===== src/rtl/bit_count_launcher.sv =====
// Pushbutton-launched handshake to a slow-clock bit counter: debounced go,
// stale-done rejection, timeout abort and a long command-low release window.
module bit_count_launcher #(
  parameter int unsigned DEBOUNCE_CYCLES = 1_000_000,
  parameter int unsigned TIMEOUT_CYCLES  = 1_000_000_000,
  parameter int unsigned HOLD_CYCLES     = 250_000_000
) (
  input  logic       CLK100MHZ,
  input  logic       CPU_RESETN,
  input  logic       btn_go,
  input  logic [3:0] sw_data,
  input  logic       done,
  input  logic [2:0] ones_in,
  output logic       command,
  output logic [3:0] dataA,
  output logic [2:0] result,
  output logic       result_valid,
  output logic       err_timeout,
  output logic       busy,
  output logic [2:0] state_out
);

  localparam int DB_W = $clog2(DEBOUNCE_CYCLES + 1);
  localparam int TO_W = $clog2(TIMEOUT_CYCLES + 1);
  localparam int HD_W = $clog2(HOLD_CYCLES + 1);

  typedef enum logic [2:0] {
    S_IDLE = 3'd0,
    S_ARM  = 3'd1,
    S_WAIT = 3'd2,
    S_REL  = 3'd3
  } state_t;

  logic            btn_s1_q, btn_s1_d, btn_s2_q, btn_s2_d;
  logic            done_s1_q, done_s1_d, done_s2_q, done_s2_d;
  logic            btn_db_q, btn_db_d, btn_db_prev_q, btn_db_prev_d;
  logic [DB_W-1:0] db_cnt_q, db_cnt_d;
  state_t          state_q, state_d;
  logic [TO_W-1:0] tmr_q, tmr_d;
  logic [HD_W-1:0] hold_q, hold_d;
  logic [3:0]      dataA_q, dataA_d;
  logic [2:0]      result_q, result_d;
  logic            result_valid_q, result_valid_d;
  logic            err_timeout_q, err_timeout_d;
  logic            go_pulse, done_sync, tmo;

  always_ff @(posedge CLK100MHZ) begin
    if (!CPU_RESETN) begin
      btn_s1_q       <= 1'b0;
      btn_s2_q       <= 1'b0;
      done_s1_q      <= 1'b0;
      done_s2_q      <= 1'b0;
      btn_db_q       <= 1'b0;
      btn_db_prev_q  <= 1'b0;
      db_cnt_q       <= '0;
      state_q        <= S_IDLE;
      tmr_q          <= '0;
      hold_q         <= '0;
      dataA_q        <= '0;
      result_q       <= '0;
      result_valid_q <= 1'b0;
      err_timeout_q  <= 1'b0;
    end else begin
      btn_s1_q       <= btn_s1_d;
      btn_s2_q       <= btn_s2_d;
      done_s1_q      <= done_s1_d;
      done_s2_q      <= done_s2_d;
      btn_db_q       <= btn_db_d;
      btn_db_prev_q  <= btn_db_prev_d;
      db_cnt_q       <= db_cnt_d;
      state_q        <= state_d;
      tmr_q          <= tmr_d;
      hold_q         <= hold_d;
      dataA_q        <= dataA_d;
      result_q       <= result_d;
      result_valid_q <= result_valid_d;
      err_timeout_q  <= err_timeout_d;
    end
  end

  // Synchronizers and debounce: the count only survives an unbroken mismatch run.
  always_comb begin
    btn_s1_d      = btn_go;
    btn_s2_d      = btn_s1_q;
    done_s1_d     = done;
    done_s2_d     = done_s1_q;
    btn_db_d      = btn_db_q;
    db_cnt_d      = '0;
    btn_db_prev_d = btn_db_q;
    if (btn_s2_q != btn_db_q) begin
      if (db_cnt_q >= DB_W'(DEBOUNCE_CYCLES - 1)) btn_db_d = btn_s2_q;
      else                                        db_cnt_d = db_cnt_q + DB_W'(1);
    end
  end

  assign go_pulse  = btn_db_q & ~btn_db_prev_q;
  assign done_sync = done_s2_q;
  assign tmo       = (tmr_q >= TO_W'(TIMEOUT_CYCLES - 1));

  always_comb begin
    state_d        = state_q;
    tmr_d          = tmr_q;
    hold_d         = hold_q;
    dataA_d        = dataA_q;
    result_d       = result_q;
    result_valid_d = result_valid_q;
    err_timeout_d  = err_timeout_q;
    command        = 1'b0;
    busy           = 1'b1;
    case (state_q)
      S_IDLE: begin
        busy = 1'b0;
        if (go_pulse) begin
          dataA_d        = sw_data;
          result_valid_d = 1'b0;
          err_timeout_d  = 1'b0;
          tmr_d          = '0;
          state_d        = S_ARM;
        end
      end
      S_ARM: begin
        command = 1'b1;
        tmr_d   = tmr_q + TO_W'(1);
        // Wait for done to drop so a leftover done=1 is never captured.
        if (!done_sync) begin
          state_d = S_WAIT;
        end else if (tmo) begin
          err_timeout_d = 1'b1;
          hold_d        = '0;
          state_d       = S_REL;
        end
      end
      S_WAIT: begin
        command = 1'b1;
        tmr_d   = tmr_q + TO_W'(1);
        if (done_sync) begin
          result_d       = ones_in;
          result_valid_d = 1'b1;
          err_timeout_d  = 1'b0;
          hold_d         = '0;
          state_d        = S_REL;
        end else if (tmo) begin
          err_timeout_d = 1'b1;
          hold_d        = '0;
          state_d       = S_REL;
        end
      end
      S_REL: begin
        if (hold_q >= HD_W'(HOLD_CYCLES - 1)) state_d = S_IDLE;
        else                                  hold_d  = hold_q + HD_W'(1);
      end
      default: state_d = S_IDLE;
    endcase
  end

  assign dataA        = dataA_q;
  assign result       = result_q;
  assign result_valid = result_valid_q;
  assign err_timeout  = err_timeout_q;
  assign state_out    = state_q;

endmodule


===== config.mk =====
export PLATFORM = sky130hd
export DESIGN_NAME = bit_count_launcher
export DESIGN_NICKNAME = d
export VERILOG_FILES = /design/src/rtl/bit_count_launcher.sv
export SDC_FILE = /design/constraint.sdc
export NUM_CORES = 1
export LEC_CHECK = 0
export CORE_UTILIZATION = 29
export CTS_CLUSTER_DIAMETER = 80
export DETAILED_ROUTE_END_ITERATION = 12
export GPL_ROUTABILITY_DRIVEN = 0
export PLACE_DENSITY = 0.48
export SYNTH_ARGS = -nofsm -noshare
export SYNTH_HDL_FRONTEND = slang
export SYNTH_SLANG_ARGS = --single-unit

===== constraint.sdc =====
create_clock -name CLK100MHZ -period 2.5 [get_ports CLK100MHZ]
set_clock_uncertainty 0.2 [all_clocks]
set_input_delay 0.25 -clock CLK100MHZ [delete_from_list [all_inputs] [get_ports CLK100MHZ]]
set_output_delay 0.25 -clock CLK100MHZ [all_outputs]
set_load 0.005 [all_outputs]

==> run_results.csv, run 1 <==
group,metric,value,unit
floorplanning,die_w,131,um
drt,drtIter0Drc,283,
worst_setup_path,worstPathRequired,2.58,ns
drt,first_pass_iters,5,
floorplanning,core,16100,um2
worst_setup_path,worstPathBufferInverterCount,1,
floorplanning,num_rows,46,
worst_setup_path,crit_chain,"ha_1 > and4_1 > a2111o_1 > a211o_1 > o2111ai_2 > nand3_1 > buf_4 > nor2_1",
clocking,numCtsBuffers,9,
logic_synthesis,syn_inst,598,
clocking,post_cts_buffers,0,
layout,nNetsFinal,661,
layout,final_cell_mix,"dfxtp_1, nor2_1, nand2_1",
floorplanning,die_h,131,um
sta,drv_slew,0,
logic_synthesis,ys_seq_area_share,39.9,%
logic_synthesis,synth_cell_type_count,67,
layout,drive_above_1_share,13.1,%
drt,vias_per_cell,5.17,
floorplanning,initial_core_util,30.0,%
sta,final_hold_viol_count,0,
sta,finalSetupViolations,0,
clocking,cts-root-buf,"clkbuf_16",
sta,fin_crit_sh,94.5,%
worst_setup_path,critPathKind,"reg2reg",
drt,wirelength,12200,um
worst_setup_path,cpLargestDelayFamily,"compound AO/OA/AOI/OAI gates",
worst_setup_path,crit_fanout,7,
drt,detail_route.wl_per_cell,14.1,um
layout,final_common_cell,"dfxtp_1",
pwr,p_per_area,529,nW/um2
global_routing,grt_antenna_before_repair,0,
sta,fin_setup_tns,0,ns
pwr,p_leak,2.04,nW
global_routing,grt_start_max_net_pins,24,
global_routing,grtUsageTotal,15.1,%
placement,dp_hpwl,8790,um
clocking,clock-sinks,96,
placement,port_buffers,24,
worst_setup_path,cp.arrival,2.44,ns
layout,diodes,0,
clocking,cts_max_level,3,
floorplanning,ios,25,
placement,place_area,5530,um2
layout,fin_area,5870,um2
drt,drc_errors,0,
floorplanning,die-area,17100,um2
worst_setup_path,cpPeakStageDelay,0.44,ns
logic_synthesis,synthArstFlopShare,0,%
logic_synthesis,syn_nets,612,
logic_synthesis,syn_area,4820,um2
worst_setup_path,startpoint_type,"flip-flop",
clocking,clk_pin_slew_worst_paths,0.07,ns
clocking,insertion_delay,0.35,ns
global_routing,grt_pass1_vias,4128,
drt,ant_nets,0,
sta,setup_ws,0.137,ns
pwr,ir_worst_vdd,342,uV
logic_synthesis,synth_edf_count,0,
logic_synthesis,synth_seq_cells,96,
worst_hold_path,hold_class,"reg2reg",
sta,period_minus_slack,2.36,ns
global_routing,grt_overflow_total,0,
clocking,clockBufferDepth,2,
run_status,status,"completed",
clocking,cts_tree,"yes",
logic_synthesis,ys_dominant_reg_cell,"dfxtp_1",
sta,max_freq,423,MHz
logic_synthesis,avgSynthCellArea,8.06,um2
job,drv_cap,0,
drt,num_vias,4484,
worst_setup_path,critPathCaptureType,"flip-flop",
worst_setup_path,critPathSlowestCell,"a2111o_1",
layout,syn_to_final_growth,21.9,%
logic_synthesis,synth_warnings,0,
sta,rsz0062_at_grt,"false",
placement,preCtsSetupSlack,0.105,ns
global_routing,grt_pass1_wl,20300,um
==> per-stage QoR <==
step / util [%] / hold WS [ns] / cells / total power, mW
3_5_place_dp: 34.4 / 0.231 / 852 / 1.64
3_3_place_gp: 34.4 / 0.218 / 852 / 1.64
6_report: 36.6 / 0.243 / 867 / 3.11
4_1_cts: 36.4 / 0.244 / 867 / 3.17
2_1_floorplan: - / 0.177 / 598 / 1.60
5_1_grt: 36.6 / 0.246 / 867 / 3.23
==> final timing paths <==
check | start | end | slack [ns] | depth (start not counted)
setup / recovery | db_cnt_q[1]$_SDFF_PP0_ | db_cnt_q[6]$_SDFF_PP0_ | 0.14 | 8
hold / removal | done_s1_q$_SDFF_PN0_ | done_s2_q$_SDFF_PN0_ | 0.24 | 1
setup reg to reg | db_cnt_q[1]$_SDFF_PP0_ | db_cnt_q[6]$_SDFF_PP0_ | 0.14 | 8
hold reg to reg | done_s1_q$_SDFF_PN0_ | done_s2_q$_SDFF_PN0_ | 0.24 | 1
==> power breakdown <==
part / internal, mW / total [mW] / switching, mW
sequential: 1.53 / 1.54 / 0.00459
combinational: 0.0301 / 0.0708 / 0.0406
clock: 0.899 / 1.50 / 0.601
total: 2.46 / 3.11 / 0.646
==> sequential cells by signal (all words and copies together) (netlist names) <==
signal	count
tmr_q	30
db_cnt_q	20
done_s1_q	1
hold_q	28
err_timeout	1
dataA	4
btn_s2_q	1
btn_db_prev_q	1
result_valid	1
done_s2_q	1
btn_s1_q	1
result	3
btn_db_prev_d	1
state_out	3
==> routing by layer <==
layer	up-vias	global-route usage, %	share of wire (%)
met3	12	4.11	3.9
met5	-	0	0
met2	100	23.8	44
li1	2263	-	-
met1	2109	19.9	50
met4	0	5.27	2.0
==> cell usage after synthesis (6+ instances only) <==
cell type,n,share of area [%]
nand2_1,66,5.1
inv_1,8,0.62
nor4_1,6,0.78
buf_2,8,0.83
o21ai_0,30,3.1
nand3_1,42,4.4
nand4_1,22,2.9
nor3_1,16,1.7
xnor2_1,6,1.1
dfxtp_1,96,40
a31oi_1,14,1.8
xor2_1,25,4.5
clkbuf_1,14,1.1
and4_1,7,1.3
or3_1,11,1.4
and2_1,9,1.2
o21ai_1,16,1.7
and3_1,13,1.7
a21oi_1,27,2.8
nor2_1,69,5.4
==> worst reg2reg max path: stages, from the launching register on <==
cell       delay (ns)
dfxtp_1          0.34
ha_1             0.19
and4_1           0.23
a2111o_1         0.44
a211o_1          0.33
o2111ai_2        0.11
nand3_1          0.16
buf_4            0.20
nor2_1           0.10
==> area by class of cell <==
cell class                      instances  area [um2]
Clock buffer                           10         239
Clock inverter                          5        81.3
Fill cell                            1629       10200
Inverter                                9        33.8
Multi-Input combinational cell        462        2730
Sequential cell                        96        1920
Tap cell                              216         270
Timing Repair Buffer                   69         594
==> cells by family after synthesis <==
kind of cell    share of synthesized area (%)
simple gates                             32.4
compound gates                           16.7
flops                                    39.9
buf+inv                                  3.87
xor+xnor                                 5.64
fa+ha+maj                               0.779
mux                                     0.623
other cells                            0.0778
==> what timing repair did <==
item | CTS | global route
gates resized for setup | 2 | 5
pin swaps | 0 | 1
hold buffers | 0 | 0
endpoints found under the setup margin | 1 | 28
Note: power is estimated with default switching activity, not from simulation.
==> inputs of run 2 (changes only) <==
--- a/config.mk
+++ b/config.mk
@@ -5,6 +5,7 @@
 export SDC_FILE = /design/constraint.sdc
 export NUM_CORES = 1
 export LEC_CHECK = 0
+export CORE_MARGIN = 2
 export CORE_UTILIZATION = 29
 export CTS_CLUSTER_DIAMETER = 80
 export DETAILED_ROUTE_END_ITERATION = 12
==> constraint.sdc (replaced) <==
create_clock -name CLK100MHZ -period 2.5 [get_ports CLK100MHZ]
set_clock_uncertainty 0.2 [all_clocks]
set_input_delay 0.25 -clock CLK100MHZ [delete_from_list [all_inputs] [get_ports CLK100MHZ]]
set_output_delay 0.25 -clock CLK100MHZ [all_outputs]
set_load 0.01 [all_outputs]
==> run_results.csv, run 2 (same netlist as run 1, synthesis figures left out) <==
group,metric,value,unit
run_status,status,"completed",
layout,nFillCells,1699,
clocking,clock-sinks,96,
job,drv_cap,0,
layout,largest_register_ff_count,30,
pwr,power.share.combinational,2.4,%
global_routing,grt_util_met1,18.0,%
worst_setup_path,worstPathRequired,2.55,ns
floorplanning,die_w,133,um
drt,detail_route.wl_per_cell,13.6,um
global_routing,grt_pass1_wl,20000,um
worst_setup_path,startpoint_type,"flip-flop",
drt,drtIter0Drc,212,
clocking,insertion_delay,0.35,ns
drt,drc_errors,0,
layout,fin_cells,860,
floorplanning,die_h,133,um
drt,wirelength,11700,um
sta,final_hold_viol_count,0,
sta,period_minus_slack,2.36,ns
clocking,post_cts_buffers,0,
sta,drv_slew,0,
worst_setup_path,crit_fanout,7,
clocking,clk_pin_slew_worst_paths,0.07,ns
drt,num_vias,4352,
clocking,clockBufferDepth,2,
layout,regMostFlops,"tmr_q",
floorplanning,initial_core_util,29.4,%
global_routing,top_usage_layer,"met2",
placement,preCtsSetupSlack,0.0962,ns
sta,max_freq,423,MHz
global_routing,grt_overflow_total,0,
pwr,p_sw_share,22.8,%
worst_setup_path,critPathKind,"reg2reg",
floorplanning,num_rows,47,
clocking,numCtsBuffers,9,
layout,reg_top3,"tmr_q: 30 flops, hold_q: 28 flops, db_cnt_q: 20 flops",
worst_setup_path,crit-reg2reg-launch,"hold_q[14]$_SDFFE_PN0P_",
pwr,p_seq_share,52.2,%
pwr,power.internal,2.28,mW
clocking,cts-root-buf,"clkbuf_16",
pwr,p_sw,0.671,mW
global_routing,grt_antenna_before_repair,0,
layout,diodes,0,
global_routing,grt_use_met2,22.3,%
sta,fin_crit_sh,94.5,%
worst_hold_path,hold_start,"CPU_RESETN",
worst_setup_path,cp-startpoint,"hold_q[14]$_SDFFE_PN0P_",
clocking,cts_tree,"yes",
worst_setup_path,critPathCaptureType,"flip-flop",
global_routing,grt_start_max_net_pins,44,
worst_setup_path,cp.arrival,2.41,ns
placement,dp_hpwl,8330,um
layout,nNetsFinal,649,
floorplanning,die-area,17700,um2
drt,first_pass_iters,4,
sta,finalSetupViolations,0,
floorplanning,ios,25,
global_routing,grt_pass1_vias,4139,
sta,setup_ws,0.138,ns
pwr,ir_worst_vdd,306,uV
global_routing,use_met3,2.26,%
worst_setup_path,ff2ff_setup_slack,0.14,ns
drt,ant_nets,0,
pwr,p_leak,1.97,nW
sta,tightest_slew,0.546,ns
worst_hold_path,hold_class,"in2reg",
sta,maxSlewHeadroom,63.4,%
layout,final_cell_mix,"dfxtp_1, nor2_1, nand2_1",
pwr,power,2.95,mW
placement,port_buffers,24,
layout,final_common_cell,"dfxtp_1",
global_routing,grtUsageTotal,13.6,%
placement,placed_cells,844,
pwr,p_per_area,511,nW/um2
layout,drive_above_1_share,11.4,%
drt,vias_per_cell,5.06,
sta,fin_setup_tns,0,ns
clocking,cts_max_level,3,
pwr,clkPwrFrac,45.4,%
floorplanning,core,16400,um2
layout,syn_to_final_growth,19.7,%
-- run 2: cell count changes in the layout (fill, tap and decap cells not counted), sizes merged --
cell           before  now
clkinv              3    2
buf                45   34
bufinv              2    0
inv                 8   11
clkdlybuf4s50      24   23
clkinvlp            1    2
-- run 2: final timing paths --
check	end	cells after the start
worst max-delay path	hold_q[8]$_SDFFE_PN0P_	7
worst min register to register	btn_s2_q$_SDFF_PN0_	1
worst max register to register	hold_q[8]$_SDFFE_PN0P_	7
worst min-delay path	tmr_q[12]$_SDFFE_PN0P_	3
-- run 2: area by class of cell --
cell class / instances / area [um2] / share of cell area, %
clock inverters: 6 / 50.0 / 0.868
flip-flops and latches: 96 / 1920 / 33.4
multi-input cells: 462 / 2740 / 47.4
repair buffers: 57 / 508 / 8.81
inverters: 9 / 33.8 / 0.586
clock buffers: 10 / 239 / 4.15
well taps: 220 / 275 / 4.78
-- run 2: what timing repair did --
action / 4_1_cts / 5_1_grt
hold endpoints to repair: 0 / 0
gates resized for setup: 1 / 4
setup endpoints to repair: 1 / 28
hold buffers: 0 / 0
-- run 2: power by group through the flow --
stage | clock network (mW) | logic (mW) | registers, mW
6_report | 1.34 | 0.0705 | 1.54
5_1_grt | 1.46 | 0.0768 | 1.54
4_1_cts | 1.40 | 0.0719 | 1.54
3_5_place_dp | 0 | 0.0716 | 1.57
3_3_place_gp | 0 | 0.0713 | 1.57
2_1_floorplan | 0 | 0.0343 | 1.57
-- run 2: critical path, stage by stage, from the launching register on --
cell	delay (ns)
dfxtp_1	0.35
or4b_1	0.54
nor3_2	0.22
o41ai_4	0.16
a31oi_4	0.26
nand2_1	0.10
buf_4	0.18
a311oi_1	0.24
-- run 2: stage by stage --
stage | instance area [um2] | hold slack (ns) | util [%]
3_3_place_gp | 5450 | 0.228 | 33.2
5_1_grt | 5760 | 0.200 | 35.1
6_report | 5760 | 0.186 | 35.1
4_1_cts | 5740 | 0.183 | 35.0
2_1_floorplan | 4820 | 0.177 | -
3_5_place_dp | 5450 | 0.226 | 33.2
-- run 2: routing by layer --
layer	share of wire [%]	up-vias
li1	-	2239
met1	50	2051
met2	46	52
met3	2.3	10
met4	1.4	0
met5	0	-
==> inputs of run 3 (changes only) <==
--- a/config.mk
+++ b/config.mk
@@ -11,6 +11,7 @@
 export DETAILED_ROUTE_END_ITERATION = 12
 export GPL_ROUTABILITY_DRIVEN = 0
 export PLACE_DENSITY = 0.48
+export SETUP_SLACK_MARGIN = 0.2
 export SYNTH_ARGS = -nofsm -noshare
 export SYNTH_HDL_FRONTEND = slang
 export SYNTH_SLANG_ARGS = --single-unit
==> run_results.csv, run 3 (same netlist as run 1, synthesis figures left out) <==
group,metric,value,unit
worst_setup_path,critPathKind,"reg2reg",
placement,dp_hpwl,8330,um
worst_setup_path,timing.rr.end,"hold_q[8]$_SDFFE_PN0P_",
drt,first_pass_iters,4,
pwr,power.internal,2.28,mW
sta,maxSlewHeadroom,61.9,%
pwr,p_per_area,494,nW/um2
global_routing,grt_pass1_vias,4220,
pwr,clkPwrFrac,45.5,%
pwr,power,2.96,mW
worst_setup_path,ff2ff_setup_slack,0.30,ns
worst_hold_path,holdPathEnd,"tmr_q[12]$_SDFFE_PN0P_",
job,drv_cap,0,
layout,syn_to_final_growth,24.3,%
sta,setup_ws,0.295,ns
global_routing,grt_antenna_before_repair,0,
sta,tightest_slew,0.567,ns
worst_setup_path,cp.arrival,2.22,ns
sta,hold_ws,0.185,ns
pwr,p_sw_share,23.1,%
sta,fin_setup_tns,0,ns
drt,drtIter0Drc,193,
layout,fin_util,36.5,%
sta,period_minus_slack,2.20,ns
drt,detail_route.wl_per_cell,14.0,um
clocking,clock-sinks,96,
sta,finalSetupViolations,0,
floorplanning,initial_core_util,29.4,%
floorplanning,num_rows,47,
placement,port_buffers,24,
layout,nNetsFinal,660,
global_routing,grtUsageTotal,13.9,%
clocking,clk_pin_slew_worst_paths,0.08,ns
sta,max_freq,454,MHz
sta,drv_slew,0,
sta,final_hold_viol_count,0,
worst_setup_path,crit_chain,"or4b_4 > nor3_4 > o41ai_4 > buf_4 > a31o_4 > a21oi_1 > a311oi_2",
worst_hold_path,hold_class,"in2reg",
layout,drive_above_1_share,16.1,%
run_status,status,"completed",
clocking,cts_max_level,3,
layout,diodes,0,
drt,wirelength,12200,um
clocking,insertion_delay,0.35,ns
layout,nFillCells,1686,
clocking,cts-root-buf,"clkbuf_16",
pwr,ir_worst_vdd,310,uV
worst_setup_path,startpoint_type,"flip-flop",
drt,vias_per_cell,5.14,
placement,placed_cells,844,
global_routing,grt_start_max_net_pins,44,
layout,regMostFlops,"tmr_q",
pwr,power.share.combinational,2.6,%
worst_setup_path,reg2reg_depth,7,
floorplanning,ios,25,
floorplanning,die_w,133,um
drt,num_vias,4480,
clocking,numCtsBuffers,9,
layout,regArea,1940,um2
global_routing,grt_overflow_total,0,
sta,rsz0062_at_grt,"true",
sta,fin_crit_sh,88.2,%
pwr,p_seq_share,51.9,%
drt,drc_errors,0,
layout,largest_register_ff_count,30,
layout,final_cell_mix,"dfxtp_1, nor2_1, nand2_1",
worst_setup_path,critPathCaptureType,"flip-flop",
pwr,p_sw,0.683,mW
layout,fin_area,5990,um2
floorplanning,core,16400,um2
clocking,cts_tree,"yes",
layout,reg_top3,"tmr_q: 30 flops, hold_q: 28 flops, db_cnt_q: 20 flops",
pwr,p_leak,2.09,nW
placement,preCtsSetupSlack,0.0962,ns
worst_setup_path,crit_fanout,11,
worst_setup_path,cpLargestDelayFamily,"simple AND/OR/NAND/NOR gates",
worst_hold_path,hold_start,"CPU_RESETN",
worst_setup_path,worstPathRequired,2.51,ns
placement,place_area,5450,um2
clocking,clockBufferDepth,2,
drt,ant_nets,0,
layout,multi_input_comb_area,2840,um2
floorplanning,die-area,17700,um2
global_routing,grt_pass1_wl,20400,um
worst_setup_path,crit-reg2reg-launch,"hold_q[14]$_SDFFE_PN0P_",
floorplanning,die_h,133,um
layout,fin_cells,871,
layout,final_common_cell,"dfxtp_1",
worst_setup_path,worstPathBufferInverterCount,1,
worst_hold_path,hold_depth,3,
worst_setup_path,cpPeakStageDelay,0.52,ns
worst_setup_path,critPathSlowestCell,"or4b_4",
==> run 3: changes by cell type in the layout (fill, tap and decap cells not counted), sizes merged <==
cell,previous run,this run
buf,34,44
dlymetal6s2s,0,1
inv,11,10
a31o,2,3
clkdlybuf4s50,23,22
clkinv,2,3
==> run 3: power groups by stage <==
stage	sequential [mW]	combinational, mW	clock (mW)
after floorplan	1.57	0.0343	0
after global placement	1.57	0.0713	0
after detailed placement	1.57	0.0716	0
after CTS	1.54	0.0741	1.40
after global routing	1.54	0.0824	1.46
final	1.54	0.0763	1.35
==> run 3: metal layers <==
layer	wire [um]	track usage (%)
met1	6160	18.5
met2	5650	23.0
met3	293	2.26
met4	134	4.90
met5	0	0
==> run 3: repair_timing <==
action / 4_1_cts / 5_1_grt
hold buffers: 0 / 0
gates resized for setup: 16 / 31
setup buffers: 2 / 5
endpoints found under the setup margin: 33 / 53
cloned: 3 / 1
pin swaps: 5 / 10
==> run 3: cell type report <==
cell class	count	area share, %
timing repair buffer	67	10.2
clock buffer	10	3.99
clock inverter	6	0.836
tap	220	4.60
sequential	96	32.4
inverter	9	0.585
multi-input combinational	463	47.4
==> run 3: how the worst max path moves through the flow <==
stage | start | end | slack, ns | depth (start not counted)
finish | hold_q[14]$_SDFFE_PN0P_ | hold_q[8]$_SDFFE_PN0P_ | 0.30 | 7
detailed placement | db_cnt_q[0]$_SDFF_PP0_ | db_cnt_q[15]$_SDFF_PP0_ | 0.1 | 8
floorplan | db_cnt_q[0]$_SDFF_PP0_ | db_cnt_q[17]$_SDFF_PP0_ | 0.24 | 8
global route | hold_q[16]$_SDFFE_PN0P_ | hold_q[14]$_SDFFE_PN0P_ | 0.18 | 7
global placement | hold_q[0]$_SDFFE_PN0P_ | hold_q[8]$_SDFFE_PN0P_ | 0.16 | 7
CTS | db_cnt_q[0]$_SDFF_PP0_ | db_cnt_q[16]$_SDFF_PP0_ | 0.19 | 8
==> run 3: tightest hold or removal path: stages <==
cell	delay [ns]
buf_2	0.15
inv_1	0.22
a21oi_1	0.06
==> RTL change, RTL diff (config.mk and constraints of run 3) <==
Set the parameter `DEBOUNCE_CYCLES` to 500_000 (it was 1_000_000).
--- a/src/rtl/bit_count_launcher.sv
+++ b/src/rtl/bit_count_launcher.sv
@@ -1,7 +1,7 @@
 // Pushbutton-launched handshake to a slow-clock bit counter: debounced go,
 // stale-done rejection, timeout abort and a long command-low release window.
 module bit_count_launcher #(
-  parameter int unsigned DEBOUNCE_CYCLES = 1_000_000,
+  parameter int unsigned DEBOUNCE_CYCLES = 500_000,
   parameter int unsigned TIMEOUT_CYCLES  = 1_000_000_000,
   parameter int unsigned HOLD_CYCLES     = 250_000_000
 ) (
Behaviour: same outputs for any inputs over 10 cycles, from zero or initial values and one cycle with CPU_RESETN low; that may be too few to reach the edited logic, so the function may still have changed.
==> RTL change against run 3 <==
  * Hold slack improved by 0.049 ns
  * Power rose by 0.31%
  * Synthesized cell count fell by 9.0%
  * Largest power group unchanged
  * Final area rose by 2.8%
  * First-iteration DRC count rose by 42%
  * Worst setup slack got worse by 0.37 ns
  * Synthesized area fell by 5.0%
  * Wire length fell by 6.3%
  * The run now ends with negative setup slack left
  * Non-clock buffer count rose by 21
  * Core utilization rose by 3.7 points
  * Sequential cell count fell by 1
==> RTL change: results (changes against run 3) <==
| Metric | Value |
|---|---|
| Crit-path slowest cell | or4_4 (was or4b_4) |
| Pleak | 2.07 nW (was 2.09 nW) |
| Hold Path Depth | 1 (was 3) |
| Number of setup buffers added after CTS | 3 (was 2) |
| # nets final | 631 (was 660) |
| Total placed cells including tap cells | 806 (was 844) |
| GRT Util Overall | 14.2% (was 13.9%) |
| Initial DRC count | 275 (was 193) |
| Failing checks | negative setup slack |
| Sequential area share after synthesis | 41.6% (was 39.9%) |
| First-pass DRT Iterations | 5 (was 4) |
| Clock buf/inv share | 4.80% (was 4.83%) |
| Library cells used by synthesis | 48 (was 67) |
| Avg Synthesized Cell Area | 8.41 um2 (was 8.06 um2) |
| Synth top cells by count | dfxtp_1, nor2_1, nand2_1, a21oi_1, nand3_1 (was dfxtp_1, nor2_1, nand2_1, nand3_1, o21ai_0) |
| NonClk Buf Share | 13.3% (was 10.2%) |
| Place WS | -0.105 ns (was 0.0962 ns) |
| Most area-consuming cells after synthesis | dfxtp_1, nor2_1, xor2_1 (was dfxtp_1, nor2_1, nand2_1) |
| HP Start | btn_s1_q$_SDFF_PN0_ (was CPU_RESETN) |
| Setup TNS | -1.15 ns (was 0 ns) |
| Final setup vio count | 24 (was 0) |
| Comb_multi_in | 411 (was 463) |
| Fraction of area in registers | 31.2% (was 32.4%) |
| Vias | 4149 (was 4480) |
| Final setup margin | -0.0723 ns (was 0.295 ns) |
| Buffers, non-clock | 88 (was 67) |
| Status | complete, but fails checks (was completed) |
| Crit Path Max Fanout | 9 (was 11) |
| Multi-input gate area | 2810 um2 (was 2840 um2) |
| Fill cell count | 1530 (was 1686) |
| Final HPWL DP | 7660 um (was 8330 um) |
| Peak VDD IR | 337 uV (was 310 uV) |
## RTL change: cell families after synthesis
group	count (synthesis)	share of synthesized area (%)
and+or+nand+nor	254	27.0
AOI/OAI and AO/OA	107	17.9
DFF	95	41.6
xor gates and xnor gates	39	7.46
buffers and inverters	38	3.61
muxes	7	1.59
adders and majority gates	3	0.820
other	1	0.0819
## RTL change: power breakdown
part | internal [mW] | switching [mW]
logic | 0.0348 | 0.0443
registers | 1.51 | 0.00313
clock network | 0.705 | 0.668
## RTL change: through the flow
stage	hold slack, ns	total power, mW	cell area, um2
finish	0.235	2.97	6150
global route	0.258	3.08	6150
CTS	0.228	3.01	5820
detailed placement	0.222	1.62	5400
global placement	0.222	1.62	5400
floorplan	0.177	1.58	4630
## RTL change: how the worst max path moves through the flow
stage | startpoint | endpoint | slack [ns] | cells after the start
floorplan | tmr_q[16]$_SDFFE_PN0P_ | hold_q[16]$_SDFFE_PN0P_ | -0.02 | 8
global placement | tmr_q[16]$_SDFFE_PN0P_ | hold_q[11]$_SDFFE_PN0P_ | -0.11 | 7
detailed placement | tmr_q[16]$_SDFFE_PN0P_ | hold_q[10]$_SDFFE_PN0P_ | -0.11 | 7
CTS | tmr_q[16]$_SDFFE_PN0P_ | hold_q[11]$_SDFFE_PN0P_ | -0.08 | 7
global route | tmr_q[16]$_SDFFE_PN0P_ | hold_q[26]$_SDFFE_PN0P_ | -0.16 | 7
finish | tmr_q[16]$_SDFFE_PN0P_ | hold_q[21]$_SDFFE_PN0P_ | -0.07 | 7
## RTL change: metal layers
metal  wire [um]  track usage, %  part of all wire, %  up-vias
met1        5590            18.9                   49     1970
li1            -               -                    -     2114
met4         207            5.69                  1.8        0
met3         335            2.81                  2.9       13
met5           0               0                    0        -
met2        5340            22.6                   47       52
